## config.mk

```make
export PLATFORM = sky130hd
export DESIGN_NAME = uart_tx_arbiter_flat
export DESIGN_NICKNAME = d
export VERILOG_FILES = /design/src/rtl/uart_tx_arbiter_if.sv /design/src/rtl/uart_tx_arbiter.sv /design/src/flat_wrapper.sv
export SDC_FILE = /design/constraint.sdc
export NUM_CORES = 1
export LEC_CHECK = 0
export CAP_MARGIN = 15
export CORE_MARGIN = 2
export CORE_UTILIZATION = 48
export DETAILED_ROUTE_END_ITERATION = 12
export MAX_ROUTING_LAYER = met4
export PLACE_DENSITY = 0.85
export SYNTH_ARGS = -nofsm -noshare
export SYNTH_HDL_FRONTEND = slang
export SYNTH_SLANG_ARGS = --single-unit
```

## constraint.sdc

```tcl
create_clock -name CLK -period 4.5 [get_ports CLK]
set_input_delay 0.9 -clock CLK [delete_from_list [all_inputs] [get_ports CLK]]
set_output_delay 0.9 -clock CLK [all_outputs]
set_load 0.02 [all_outputs]
```

## src/rtl/uart_tx_arbiter_if.sv

```systemverilog
// Requester byte streams and UART TX FIFO write port shared by the arbiter.
// slave is the arbiter's view; master is the view of the requesters and FIFO.
interface uart_tx_arbiter_if #(
  parameter int NUM_REQ = 4
);
  logic [NUM_REQ-1:0]   req_valid;
  logic [8*NUM_REQ-1:0] req_data;
  logic [NUM_REQ-1:0]   req_last;
  logic [NUM_REQ-1:0]   req_ready;
  logic [7:0]           uart_data;
  logic                 uart_wren;
  logic                 uart_tx_full;

  modport slave (
    input  req_valid, req_data, req_last, uart_tx_full,
    output req_ready, uart_data, uart_wren
  );

  modport master (
    output req_valid, req_data, req_last, uart_tx_full,
    input  req_ready, uart_data, uart_wren
  );
endinterface

```

## src/rtl/uart_tx_arbiter.sv

```systemverilog
// Packet-level round-robin arbiter feeding one UART TX FIFO from NUM_REQ
// byte-stream requesters. A grant is held for a whole packet unless the
// burst limit or the stall timeout forces an early release.
//
//   state | meaning
//   IDLE  | no owner; pick next requester round-robin after last_g
//   XFER  | requester g owns the FIFO write port
module uart_tx_arbiter #(
  parameter int NUM_REQ       = 4,
  parameter int MAX_BURST     = 16,
  parameter int STALL_TIMEOUT = 1023
) (
  input  logic               CLK,
  input  logic               rst_n,
  uart_tx_arbiter_if.slave   bus,
  output logic [NUM_REQ-1:0] grant,
  output logic               busy,
  output logic               truncated,
  output logic               timeout
);

  localparam int IW = (NUM_REQ > 1) ? $clog2(NUM_REQ) : 1;
  localparam int BW = $clog2(MAX_BURST + 1);
  localparam int SW = $clog2(STALL_TIMEOUT + 1);

  typedef enum logic {IDLE, XFER} state_t;

  state_t       state_q, state_d;
  logic [IW-1:0] g_q, g_d;
  logic [IW-1:0] last_g_q, last_g_d;
  logic [BW-1:0] burst_q, burst_d;
  logic [SW-1:0] stall_q, stall_d;
  logic          trunc_d, tmo_d;

  logic [IW-1:0] pick_idx;
  logic          pick_found;
  logic [IW-1:0] cand;

  logic          cur_valid, cur_last, hs;
  logic [7:0]    cur_data;

  logic [NUM_REQ-1:0] ready_o;
  logic               wren_o;
  logic [7:0]         data_o;

  // Round-robin search: first valid requester starting just after last_g.
  always_comb begin
    pick_found = 1'b0;
    pick_idx   = '0;
    cand       = last_g_q;
    for (int k = 0; k < NUM_REQ; k++) begin
      if (cand == IW'(NUM_REQ - 1)) cand = '0;
      else                          cand = cand + 1'b1;
      if (!pick_found && bus.req_valid[cand]) begin
        pick_found = 1'b1;
        pick_idx   = cand;
      end
    end
  end

  // Current owner's request lines.
  always_comb begin
    cur_valid = bus.req_valid[g_q];
    cur_last  = bus.req_last[g_q];
    cur_data  = bus.req_data[{g_q, 3'b000} +: 8];
  end

  // Next-state, counters and handshake outputs.
  always_comb begin
    state_d  = state_q;
    g_d      = g_q;
    last_g_d = last_g_q;
    burst_d  = burst_q;
    stall_d  = stall_q;
    trunc_d  = 1'b0;
    tmo_d    = 1'b0;
    ready_o  = '0;
    wren_o   = 1'b0;
    data_o   = '0;
    hs       = 1'b0;
    case (state_q)
      IDLE: begin
        if (pick_found) begin
          state_d = XFER;
          g_d     = pick_idx;
          burst_d = '0;
          stall_d = '0;
        end
      end
      XFER: begin
        ready_o[g_q] = ~bus.uart_tx_full;
        hs           = cur_valid & ~bus.uart_tx_full;
        wren_o       = hs;
        data_o       = cur_data;
        if (hs && cur_last) begin
          state_d  = IDLE;
          last_g_d = g_q;
        end else if (hs && (burst_q == BW'(MAX_BURST - 1))) begin
          state_d  = IDLE;
          last_g_d = g_q;
          trunc_d  = 1'b1;
        end else if (!cur_valid && (stall_q == SW'(STALL_TIMEOUT - 1))) begin
          state_d  = IDLE;
          last_g_d = g_q;
          tmo_d    = 1'b1;
        end else begin
          if (hs) burst_d = burst_q + 1'b1;
          // A full FIFO with valid data waiting is back-pressure, not a stall.
          if (cur_valid) stall_d = '0;
          else           stall_d = stall_q + 1'b1;
        end
      end
      default: state_d = IDLE;
    endcase
  end

  // State, grant bookkeeping and release pulses.
  always_ff @(posedge CLK or negedge rst_n) begin
    if (!rst_n) begin
      state_q   <= IDLE;
      g_q       <= '0;
      last_g_q  <= IW'(NUM_REQ - 1);
      burst_q   <= '0;
      stall_q   <= '0;
      truncated <= 1'b0;
      timeout   <= 1'b0;
    end else begin
      state_q   <= state_d;
      g_q       <= g_d;
      last_g_q  <= last_g_d;
      burst_q   <= burst_d;
      stall_q   <= stall_d;
      truncated <= trunc_d;
      timeout   <= tmo_d;
    end
  end

  assign bus.req_ready = ready_o;
  assign bus.uart_wren = wren_o;
  assign bus.uart_data = data_o;
  assign busy          = (state_q == XFER);
  assign grant         = (state_q == XFER) ? (NUM_REQ'(1) << g_q) : '0;

endmodule

```

## src/flat_wrapper.sv

```systemverilog
// flat-port wrapper written by rule: the top's interface ports become plain ports
module uart_tx_arbiter_flat 
#(
  parameter int NUM_REQ       = 4,
  parameter int MAX_BURST     = 16,
  parameter int STALL_TIMEOUT = 1023
)
  (CLK, rst_n, grant, busy, truncated, timeout, bus_req_valid, bus_req_data, bus_req_last, bus_uart_tx_full, bus_req_ready, bus_uart_data, bus_uart_wren);
  uart_tx_arbiter_if #(.NUM_REQ(NUM_REQ)) bus_i ();
  input  logic CLK;
  input  logic rst_n;
  output logic [NUM_REQ-1:0] grant;
  output logic busy;
  output logic truncated;
  output logic timeout;
  input wire logic [$bits(bus_i.req_valid)-1:0] bus_req_valid;
  input wire logic [$bits(bus_i.req_data)-1:0] bus_req_data;
  input wire logic [$bits(bus_i.req_last)-1:0] bus_req_last;
  input wire logic [$bits(bus_i.uart_tx_full)-1:0] bus_uart_tx_full;
  output wire logic [$bits(bus_i.req_ready)-1:0] bus_req_ready;
  output wire logic [$bits(bus_i.uart_data)-1:0] bus_uart_data;
  output wire logic [$bits(bus_i.uart_wren)-1:0] bus_uart_wren;
  assign bus_i.req_valid = bus_req_valid;
  assign bus_i.req_data = bus_req_data;
  assign bus_i.req_last = bus_req_last;
  assign bus_i.uart_tx_full = bus_uart_tx_full;
  assign bus_req_ready = bus_i.req_ready;
  assign bus_uart_data = bus_i.uart_data;
  assign bus_uart_wren = bus_i.uart_wren;
  uart_tx_arbiter #(.NUM_REQ(NUM_REQ), .MAX_BURST(MAX_BURST), .STALL_TIMEOUT(STALL_TIMEOUT)) u_core (.CLK(CLK), .rst_n(rst_n), .bus(bus_i), .grant(grant), .busy(busy), .truncated(truncated), .timeout(timeout));
endmodule
```

==> out/qor.txt <==
num ports: 63
Vias/cell: 5.69
synth warn: 0
row cnt: 21
pre-CTS setup slack: 0.848 ns
grt ovf: 0
first-pass GRT wire length: 6840 um
Total Routing Usage GR: 21.6%
Synth area leaders: dfrtp_1 29%, mux4_2 9.1%, and2_1 4.0%
Mean Syn Cell Area: 10.2 um2
CP Cell Sequence: clkdlybuf4s50_1, mux2i_1, o32a_4, clkinv_4, clkdlybuf4s50_1
Detail Placement HPWL: 3090 um
WL per Instance: 14.6 um
Cells after Synth: 169
CP Max Fanout: 9
worst-path cell with the longest stage delay: clkdlybuf4s50_1
Post-Syn Area: 1730 um2
CTS sink cnt: 22
P_leak: 0.934 nW
Setup-failing EPs final: 0
largest net degree at the start of global routing: 23
slew margin rel.: 37.0%
vias: 1537
post-synth top area share: 29.0%
Async SR Flop Fraction: 100%
fraction of the yosys area taken by sequential cells: 32.1%
root buffer cell: clkbuf_4
drt pass-1 iters: 5
worst hold path startpoint: u_core.burst_q[4]$_DFFE_PN0P_
post-cts sizing count: 0
peak supply drop: 0.295 mV
Worst R2R Start: u_core.g_q[1]$_DFFE_PN0P_
latest clock arrival within the worst-skew pair: 0.30 ns
die height: 64.0 um
initial core utilization: 50.9%
CP Capture Type: primary output
Final Slew Violations: 0
r2r worst-path depth: 4
CP Launch Type: input pin
cell area after layout: 2370 um2
hold depth: 2
cell taking the most area after synthesis: dfrtp_1
Tot Pwr: 1.34 mW
floorplan core area: 3390 um2
H-tree depth: 1
Critical Setup Path Class: in -> out
TritonCTS clock tree: done
TritonCTS Buffers: 3
GP Congestion: 0.855
clock slew at reported path FFs: 0.11 ns
crit path DAT: 2.75 ns
Tmin final: 3.65 ns
FMAX: 274 MHz
final net count: 274
largest buffer count on any clock path: 2
Fin Setup TNS: 0 ns
post-CTS setup buffer count: 0
antenna diode count: 0
antenna violations before repair: 0
outcome: completed
most used cell, CP: clkdlybuf4s50_1
Crit path max-delay family: buffers and inverters
Crit path required time: 3.60 ns
Final Skew: 0.00522 ns
Die W: 64.0 um
remaining antenna violation count: 0
PD cells: 566 nW/um2
Post-synth top flop: dfrtp_1
setup slack after layout: 0.847 ns
Area Growth Syn to Fin: 37.3%
dpl cell area: 2350 um2
worst reg2reg endpoint: u_core.last_g_q[1]$_DFFE_PN1P_
Hold Path End: u_core.burst_q[4]$_DFFE_PN0P_
Fin Hold WS: 0.541 ns
# hold bufs at CTS: 0
Post-synth EDFFs: 0
Synth Register Bits: 22
unrepaired setup endpoints after global routing: false
final WL: 3950 um
layout cell share with drive strength beyond 1: 12.5%
Worst path max stage delay: 0.60 ns
Synth Net Count: 217
Die ar.: 4090 um2
critical path buffer and inverter count: 3
worst min path class: reg -> reg
slew at the pin closest to its max-slew limit: 0.942 ns
Fin. Hold Viols: 0
max-cap viol count: 0
synth unique cells: 52
Port-buffer cells: 62
vias in the first global route: 1492
initial DRC count: 38
DRC Markers: 0
final worst path period share: 81.2%
R2R setup slack: 2.20 ns
## Yosys cell counts, types with 6 or more instances
master and instances:
mux2i_1 6, o211ai_1 6, nor2_1 9, nand2_1 9
inv_1 7, mux4_2 7, and2_1 11, dfrtp_1 20
## final cells by class
type,instances,area (um2)
clock buffer,3,22.5
inverter,8,35.0
sequential,22,553
timing repair buffer,62,621
multi-input combinational,129,1080
tap,46,57.6
fill,241,1020
## per-layer routing
metal / GRT usage, % / vias to the layer above / wire length, um
met5: - / - / 0
met4: 5.16 / 0 / 33
met3: 5.99 / 5 / 355
met2: 35.5 / 65 / 1860
met1: 26.4 / 706 / 1700
li1: - / 761 / -
## worst register-to-register path, stage by stage (launching register included)
cell,delay [ns]
dfrtp_1,0.81
mux2i_1,0.42
a22o_1,0.56
a22oi_2,0.14
mux2_2,0.31
## cells in the final DEF (no fill, tap or decap), types with 5 or more instances in the layout
master and n:
clkdlybuf4s50_1 62, nor3_1 5, nand3_1 5, nand2_1 9, nor2_1 9, a21oi_1 5
and2_1 11, ha_1 5, o211ai_1 6, and3_1 5, mux4_2 7, mux2i_1 6
inv_1 7, a31oi_1 5, dfrtp_1 20
## cell families after synthesis
kind of cell             after synthesis  synth area share, %
flip-flops                            22                 32.1
adder cells (fa/ha/maj)                5                 3.63
buffers and inverters                 18                 5.37
AO/OA/AOI/OAI                         44                 21.6
multiplexers                          19                 17.6
AND/OR/NAND/NOR                       61                 19.7
## sequential cells by signal (all words and copies together), names as in the netlist
name	cells
u_core.burst_q	5
u_core.timeout	1
u_core.last_g_q	2
u_core.stall_q	10
u_core.g_q	2
u_core.busy	1
u_core.truncated	1
## how the worst max path moves through the flow
stage,startpoint,endpoint,cells after the start
3_5_place_dp,bus_req_valid[3],bus_uart_wren,5
2_1_floorplan,bus_uart_tx_full,bus_uart_wren,3
3_3_place_gp,bus_req_valid[3],bus_uart_wren,5
5_1_grt,bus_req_valid[3],bus_uart_wren,5
6_report,bus_req_valid[3],bus_uart_wren,5
4_1_cts,bus_req_valid[3],bus_uart_wren,5
## where the power goes
| group | leakage, nW | internal [mW] | switching (mW) | total [mW] |
|---|---|---|---|---|
| sequential | 0.276 | 0.253 | 0.106 | 0.359 |
| combinational | 0.644 | 0.477 | 0.419 | 0.896 |
| clock | 0.0138 | 0.0313 | 0.0545 | 0.0857 |
## per-stage QoR
| stage | instances | util [%] |
|---|---|---|
| 3_5_place_dp | 267 | 69.2 |
| 2_1_floorplan | 169 | - |
| 3_3_place_gp | 267 | 69.2 |
| 5_1_grt | 270 | 69.9 |
| 4_1_cts | 270 | 69.9 |
| 6_report | 270 | 69.9 |
No activity file was read; power rests on OpenSTA's default activity.
